--- config.mk ---
export PLATFORM = sky130hd
export DESIGN_NAME = shift_sequencer
export DESIGN_NICKNAME = d
export VERILOG_FILES = /design/src/rtl/shift_sequencer.sv
export SDC_FILE = /design/constraint.sdc
export NUM_CORES = 1
export LEC_CHECK = 0
export ABC_AREA = 1
export CORE_UTILIZATION = 58
export CTS_BUF_LIST = sky130_fd_sc_hd__clkbuf_2 sky130_fd_sc_hd__clkbuf_4 sky130_fd_sc_hd__clkbuf_8
export CTS_CLUSTER_SIZE = 24
export DETAILED_ROUTE_END_ITERATION = 8
export GPL_TIMING_DRIVEN = 0
export PLACE_DENSITY = 0.89
export SLEW_MARGIN = 30
export SYNTH_ARGS = -nofsm -noshare
export SYNTH_HDL_FRONTEND = slang
export SYNTH_SLANG_ARGS = --single-unit
--- constraint.sdc ---
create_clock -name clock -period 2.08 [get_ports clock]
set_clock_uncertainty 0.05 [all_clocks]
set_input_delay 0.208 -clock clock [delete_from_list [all_inputs] [get_ports clock]]
set_output_delay 0.208 -clock clock [all_outputs]
set_load 0.005 [all_outputs]
--- src/rtl/shift_sequencer.sv ---
// -----------------------------------------------------------------------------
// shift_sequencer
// Multi-cycle controller for the 32-bit shift path. One request is accepted
// at a time. The fixed-distance stages 16, 8, 4, 2 and 1 are applied to a
// single working register, one stage per clock. Completion is signalled by
// a one-cycle done pulse.
//
// Parameters
//   EARLY_EXIT : 1 = finish as soon as the remaining lower shamt bits are zero
//
// Ports
//   clock     in   1   single clock, rising edge
//   reset_n   in   1   asynchronous active-low reset
//   start     in   1   request, sampled only while ready=1
//   lr_shift  in   1   0 = left logical, 1 = right arithmetic
//   shamt     in   5   shift amount 0..31
//   operand   in  32   value to shift
//   result    out 32   shifted value, valid from done until next accept
//   ready     out  1   able to accept start (IDLE, DONE)
//   busy      out  1   operation in progress (SHIFT)
//   done      out  1   one-cycle completion pulse (DONE)
//
// state | meaning
// ------+---------------------------------------------------------------
// IDLE  | waiting for start
// SHIFT | applying stage r_k (4..0), r_k counts down
// DONE  | result valid, done pulse; a new start is accepted here
// -----------------------------------------------------------------------------
module shift_sequencer #(
  parameter bit EARLY_EXIT = 1'b0
) (
  input  logic        clock,
  input  logic        reset_n,
  input  logic        start,
  input  logic        lr_shift,
  input  logic [4:0]  shamt,
  input  logic [31:0] operand,
  output logic [31:0] result,
  output logic        ready,
  output logic        busy,
  output logic        done
);

  typedef enum logic [1:0] {
    IDLE  = 2'd0,
    SHIFT = 2'd1,
    DONE  = 2'd2
  } state_t;

  state_t      r_state;
  state_t      w_state_nxt;

  logic [31:0] r_work;
  logic        r_lr;
  logic [4:0]  r_shamt;
  logic [2:0]  r_k;
  logic [31:0] r_result;

  logic        w_accept;
  logic        w_stage_en;
  logic        w_lower_zero;
  logic        w_last;
  logic [31:0] w_shl;
  logic [31:0] w_sra;
  logic [31:0] w_work_nxt;

  // Requests are only taken in the states that advertise ready.
  assign w_accept = start && ((r_state == IDLE) || (r_state == DONE));

  // Per-stage decode. The right-shift fill uses the working register's MSB,
  // which stays equal to the original operand's sign through every stage.
  always_comb begin
    w_stage_en   = 1'b0;
    w_lower_zero = 1'b1;
    w_shl        = r_work;
    w_sra        = r_work;
    case (r_k)
      3'd4: begin
        w_stage_en   = r_shamt[4];
        w_lower_zero = (r_shamt[3:0] == 4'd0);
        w_shl        = {r_work[15:0], 16'h0000};
        w_sra        = {{16{r_work[31]}}, r_work[31:16]};
      end
      3'd3: begin
        w_stage_en   = r_shamt[3];
        w_lower_zero = (r_shamt[2:0] == 3'd0);
        w_shl        = {r_work[23:0], 8'h00};
        w_sra        = {{8{r_work[31]}}, r_work[31:8]};
      end
      3'd2: begin
        w_stage_en   = r_shamt[2];
        w_lower_zero = (r_shamt[1:0] == 2'd0);
        w_shl        = {r_work[27:0], 4'h0};
        w_sra        = {{4{r_work[31]}}, r_work[31:4]};
      end
      3'd1: begin
        w_stage_en   = r_shamt[1];
        w_lower_zero = (r_shamt[0] == 1'b0);
        w_shl        = {r_work[29:0], 2'b00};
        w_sra        = {{2{r_work[31]}}, r_work[31:2]};
      end
      3'd0: begin
        w_stage_en   = r_shamt[0];
        w_lower_zero = 1'b1;
        w_shl        = {r_work[30:0], 1'b0};
        w_sra        = {r_work[31], r_work[31:1]};
      end
      default: begin
        w_stage_en   = 1'b0;
        w_lower_zero = 1'b1;
        w_shl        = r_work;
        w_sra        = r_work;
      end
    endcase
  end

  assign w_work_nxt = w_stage_en ? (r_lr ? w_sra : w_shl) : r_work;

  // Final stage: k reached 0, or (early exit) nothing left to shift below k.
  assign w_last = (r_k == 3'd0) || (EARLY_EXIT && w_lower_zero);

  // ---------------------------------------------------------------------------
  // FSM: state register
  // ---------------------------------------------------------------------------
  always_ff @(posedge clock or negedge reset_n) begin
    if (!reset_n) begin
      r_state <= IDLE;
    end else begin
      r_state <= w_state_nxt;
    end
  end

  // ---------------------------------------------------------------------------
  // FSM: next state
  // ---------------------------------------------------------------------------
  always_comb begin
    w_state_nxt = r_state;
    case (r_state)
      IDLE: begin
        if (w_accept) w_state_nxt = SHIFT;
      end
      SHIFT: begin
        if (w_last) w_state_nxt = DONE;
      end
      DONE: begin
        w_state_nxt = w_accept ? SHIFT : IDLE;
      end
      default: begin
        w_state_nxt = IDLE;
      end
    endcase
  end

  // ---------------------------------------------------------------------------
  // FSM: output decode (state register only, no input-to-output path)
  // ---------------------------------------------------------------------------
  always_comb begin
    ready = 1'b0;
    busy  = 1'b0;
    done  = 1'b0;
    case (r_state)
      IDLE:  ready = 1'b1;
      SHIFT: busy  = 1'b1;
      DONE: begin
        ready = 1'b1;
        done  = 1'b1;
      end
      default: begin
        ready = 1'b0;
        busy  = 1'b0;
        done  = 1'b0;
      end
    endcase
  end

  // ---------------------------------------------------------------------------
  // Datapath: operands latched at accept, one stage per SHIFT cycle.
  // r_k is a down-counter over the stage index.
  // ---------------------------------------------------------------------------
  always_ff @(posedge clock or negedge reset_n) begin
    if (!reset_n) begin
      r_work   <= 32'h0000_0000;
      r_lr     <= 1'b0;
      r_shamt  <= 5'd0;
      r_k      <= 3'd0;
      r_result <= 32'h0000_0000;
    end else if (w_accept) begin
      r_work  <= operand;
      r_lr    <= lr_shift;
      r_shamt <= shamt;
      r_k     <= 3'd4;
    end else if (r_state == SHIFT) begin
      r_work <= w_work_nxt;
      if (w_last) begin
        r_result <= w_work_nxt;
      end else begin
        r_k <= r_k - 3'd1;
      end
    end
  end

  assign result = r_result;

endmodule

-- After elaboration in Yosys (flattened, before gate mapping)
Index checks and enable logic that the tools add are counted.
W data, S select, Z words.
- register bits after elaboration: 75
- output and inout bits: 35
- $add $sub $neg: 1
- equal/unequal tests: 9
- muxes and demuxes: 17
- bitwise logic cells: 1
- reduce and logical (&&, ||, !) cells: 9
- operator list (cell ; count):
    $pmux W32 S5 ; 1
    $pmux W31 S5 ; 1
    $mux W32 ; 4
    $mux W3 ; 3
    $eq A3 B2 Y1 const B ; 2
    $ne A2 B2 Y1 const B ; 3
    $pmux W2 S3 ; 1
    $pmux W1 S5 ; 1
    $mux W1 ; 4
    $mux W2 ; 2
    $reduce_and A2 Y1 ; 2
    $eq A3 B1 Y1 const B ; 1
    $eq A3 B3 Y1 const B ; 1
    $logic_not A3 Y1 ; 1
    $reduce_and A3 Y1 ; 1
    $sub A3 B1 Y3 const B ; 1
    $eq A2 B1 Y1 const B ; 1
    $eq A2 B2 Y1 const B ; 1
    $logic_not A2 Y1 ; 1
    $reduce_bool A2 Y1 ; 1
    $reduce_or A2 Y1 ; 1
    $logic_and A1 B1 Y1 ; 1
    $logic_or A1 B1 Y1 ; 1
    $not A1 Y1 ; 1

-- Longest topological paths before layout
- word-level depth: 6
- depth in mapped cells: 16
- mapped depth without buffers: 14

-- Worst setup path before layout
OpenSTA, ideal clock, no wires.
- path kind: flip-flop to flip-flop
- from: reg r_k[0]
- to: reg r_work[27]
- library setup time: 116 ps
- data arrival time: 1616 ps
- required time: 1914 ps
- path slack: 298 ps
- stages on the path, launching flop included: 17
- buffers on the path: 2
- clock period less this slack: 1782 ps
- cell sequence: dfrtp_1 -> inv_1 -> ha_1 -> buf_4 -> nand2_4 -> inv_2 -> nand2_1 -> nand2_1 -> inv_2 -> nand2_4 -> inv_2 -> buf_6 -> nand2_1 -> nand2_1 -> nand2_1 -> nand2_1 -> nand2_1
- longest elaborated chain between the ends: 6
- elaborated cells between the ends (all ways): 12
- ends and longest elaborated chain (item ; line ; text):
    start: declaration ; 56 ; logic [2:0] r_k;
    start signal: assignment ; 197 ; r_k <= r_k - 3'd1;
    $eq A3 B1 Y1, or another cell as far along ; 77 ; case (r_k)
    $pmux W32 S5 / $pmux W31 S5 (equally long branches) ; 77 ;
    $mux W32 ; 117 ; assign w_work_nxt = w_stage_en ? (r_lr ? w_sra : w_shl) : r_work;
    $mux W32 * ; 117 ;
    $mux W32 * ; 192 ; end else if (r_state == SHIFT) begin
    $mux W32 * ; 187 ; end else if (w_accept) begin
    end signal: assignment ; 188 ; r_work <= operand;
    end signal: assignment ; 193 ; r_work <= w_work_nxt;
    end: declaration ; 53 ; logic [31:0] r_work;
Mark *: on every way between the ends. The rest lies on a longest branch, timed or not. The select of a mux whose other input is x is not followed.
A chain may end at the register's enable or synchronous reset.

-- Final worst setup path
- from: reg r_lr
- to: reg r_work[1]
- longest elaborated chain between the ends: 4
- ends and longest elaborated chain (item ; line ; text):
    start: declaration ; 54 ; logic r_lr;
    start signal: assignment ; 189 ; r_lr <= lr_shift;
    $mux W32 (2 in a row) ; 117 ;
    $mux W32 ; 192 ;
    $mux W32 ; 187 ;
No other way between the ends. The select of a mux whose other input is x is not followed.

==> key figures <==
Status
  – Status: complete, but fails checks
  – Failing checks: negative setup slack

Drt
  – Final ANT Viol Nets: 0
  – Wirelength per Cell: 18.5 um
  – Routed via count: 7271
  – Final WL: 22600 um
  – TritonRoute pass-1 iters: 9
  – DRC: 0
  – Drt first-iter violations: approximately 1100
  – Vias per cell: 5.95

Timing
  – Final Hold Viols: 0
  – Fin crit period: between 2 and 2.5 ns
  – Worst Tran Pin Value: 0.723 ns
  – RSZ-0062 raised after global routing: yes
  – Fin crit share: 105%
  – Worst Setup Slack, final: -0.114 ns
  – Max Slew Vio Count: 0
  – Finish-stage setup viols: 7
  – Slew margin rel.: 51.8%
  – WHS: between 0.2 and 0.3 ns
  – Achievable Freq: around 0.46 GHz

Placement
  – HPWL Detailed: between 15000 and 20000 um
  – Port Buffers: between 70 and 80
  – GP Congestion: approximately 1.1
  – Placed cells: 1186

Worst setup path
  – Crit path largest cell delay: around 0.47 ns
  – RR Startpoint: r_lr
  – Critical Path Source: r_lr
  – Slowest cell on crit path: clkbuf_1
  – Reg2Reg Depth: 8
  – Worst-path fanout max: 10
  – Worst EP arrival: 2.42 ns
  – CP endpoint kind: register
  – Reg-to-reg slack, setup: -0.11 ns
  – Crit path cell chain: clkbuf_1, inv_1, clkbuf_1, o21ai_0, nand3_1, nand3_1, nand2_1, nand2_1
  – CP endpoint: r_work[1]
  – Startpoint types: register
  – WS Path Type: register to register
  – FF-to-FF End: r_work[1]
  – CP required: 2.30 ns

Clock tree
  – Clock-pin slew of the registers on the worst-case setup and hold paths: 0.08 ns
  – CTS tree: yes
  – Clock tree buffer depth: 2
  – Skew-Pair Late Insertion Delay: 0.38 ns
  – Clock sinks: 75
  – Htree depth: 3
  – Num CTS Buffers: 9
  – Clock Tree Root: clkbuf_8

Power
  – Static leakage power: 3.95 nW
  – PD cells: between 1500 and 2000 nW/um^2
  – Peak supply drop: around 1.7 mV

Cells and area
  – Fraction of layout cells with a size suffix above 1: 11.4%
  – Final net count: 1135
  – Multi-input gate area: 3430 um^2
  – Final Non-Filler Cells: around 1200
  – Synthesis-to-finish area growth: 29.0%
  – Register Area: 1880 um^2
  – Fill count: 735
  – Number of diodes: 0

Floorplan
  – Core area: 9420 um^2
  – Die extent in y: just over 100 um
  – Initial core utilization: between 60% and 70%
  – Chip width: between 100 and 150 um
  – Die area: approximately 10000 um^2
  – Row count: 35
  – Io pins: 76

Synth
  – Synth Area per Inst: 5.83 um^2
  – Synth Instances: 981
  – Register area share after synthesis: 32.8%
  – Syn_nets: 1027
  – Yosys cell types: 24
  – Yosys warnings: 0
  – Top cells by area, synth: dfrtp_1 (33%), nand2_1 (28%), nor2_1 (10%), nand3_1 (9.6%), inv_1 (5.2%)
  – Top cell type by total area after synthesis: dfrtp_1
  – Synthesized area: 5720 um^2
  – Top cell type's share of synthesized area: 32.8%
  – Synth Register Bits: 75

Worst hold path
  – Worst hold path class: input port to async pin

Global route
  – Total congestion overflow: 0
  – Vias in the first global route: 6581
  – GRT Total Usage: 42.9%
  – First-pass GRT wire length: 33100 um
  – Largest net degree at the start of global routing: 43
  – Initial antenna violation count: 0

Job
  – Max-cap check violation count: 0
## cells by family after synthesis
group                      synth area share [%]
adders and majority gates                  1.09
buffers and inverters                      10.4
DFF                                        32.8
and+or+nand+nor                            49.9
AOI/OAI and AO/OA                          5.84
## synthesized netlist by cell type, drive strengths merged
| library cell | count |
|---|---|
| a21oi | 2 |
| nor2 | 163 |
| o21ai | 23 |
| nand3b | 1 |
| ha | 5 |
| a31oi | 30 |
| dfrtp | 75 |
| buf | 37 |
| o211ai | 2 |
| clkbuf | 15 |
| o22ai | 1 |
| inv | 83 |
| nand2 | 429 |
| nand3 | 110 |
| clkinv | 1 |
| nand4 | 4 |
## worst max-delay path: cells and delay by family (launching register included)
family	cells	cell delay, ns
compound gates	1	0.22
buf+inv	3	0.97
flops	1	0.37
simple gates	4	0.47
## state kept, by name (all words and copies together), names as in the netlist
signal,count
r_shamt,5
result,32
r_lr,1
r_work,32
r_state,2
r_k,3
## final cells by class
| class | count | share of cell area, % |
|---|---|---|
| flip-flops and latches | 75 | 25.4 |
| clock buffers | 10 | 1.87 |
| repair buffers | 97 | 13.3 |
| clock inverters | 5 | 1.05 |
| well taps | 129 | 2.19 |
| multi-input cells | 770 | 46.4 |
| inverters | 84 | 4.51 |
| plain buffers | 52 | 5.16 |
## metal layers
layer / wire [um] / track usage, %
met5: 0 / 0
met4: 1250 / 23.2
met3: 2990 / 8.42
met2: 9930 / 67.6
met1: 8450 / 55.6
## how the worst min path moves through the flow
stage / start / endpoint / slack (ns)
after floorplan: reset_n / r_k[0] / -0.14
after global placement: result[0] / result[0] / 0.42
after detailed placement: reset_n / r_work[30] / 0.13
after CTS: reset_n / r_work[12] / 0.29
after global routing: reset_n / result[11] / 0.34
final: reset_n / result[26] / 0.28
## placed cells by master (no fill, tap or decap), drive strengths merged
master / count
nand2: 429
nor2: 163
nand3: 110
inv: 82
dfrtp: 75
clkdlybuf4s50: 74
buf: 57
a31oi: 30
clkbuf: 27
o21ai: 23
ha: 5
nand4: 4
clkinv: 4
a21oi: 2
o211ai: 2
bufinv: 2
nand3b: 1
o22ai: 1
clkinvlp: 1
dlygate4sd3: 1
## stage by stage
stage | cell area [um^2] | TNS [ns] | util [%] | total power, W | worst slack, ns
global route | 7380 | -1.61 | 78.4 | 0.0144 | -0.159
floorplan | 5720 | 0 | - | 0.00774 | 0.298
finish | 7380 | -0.212 | 78.4 | 0.0136 | -0.114
CTS | 6960 | 0 | 73.9 | 0.0120 | 0.00176
global placement | 6630 | -140.98 | 70.5 | 0.0104 | -1.79
detailed placement | 6650 | -9.25 | 70.6 | 0.0106 | -0.245
## where the power goes
| group | internal (W) | switching (W) |
|---|---|---|
| logic | 0.00353 | 0.00570 |
| clock network | 0.000697 | 0.000579 |
| registers | 0.00219 | 0.000903 |
| total | 0.00642 | 0.00719 |
## repair_timing
item / CTS / global route
cloned: 0 / 4
setup endpoints to repair: 62 / 63
pin swaps: 2 / 12
buffers inserted: 4 / 12
hold buffers: 1 / 0
endpoints found under the hold margin: 33 / 0
gates resized for setup: 20 / 76
No activity file was read; power rests on OpenSTA's default activity.
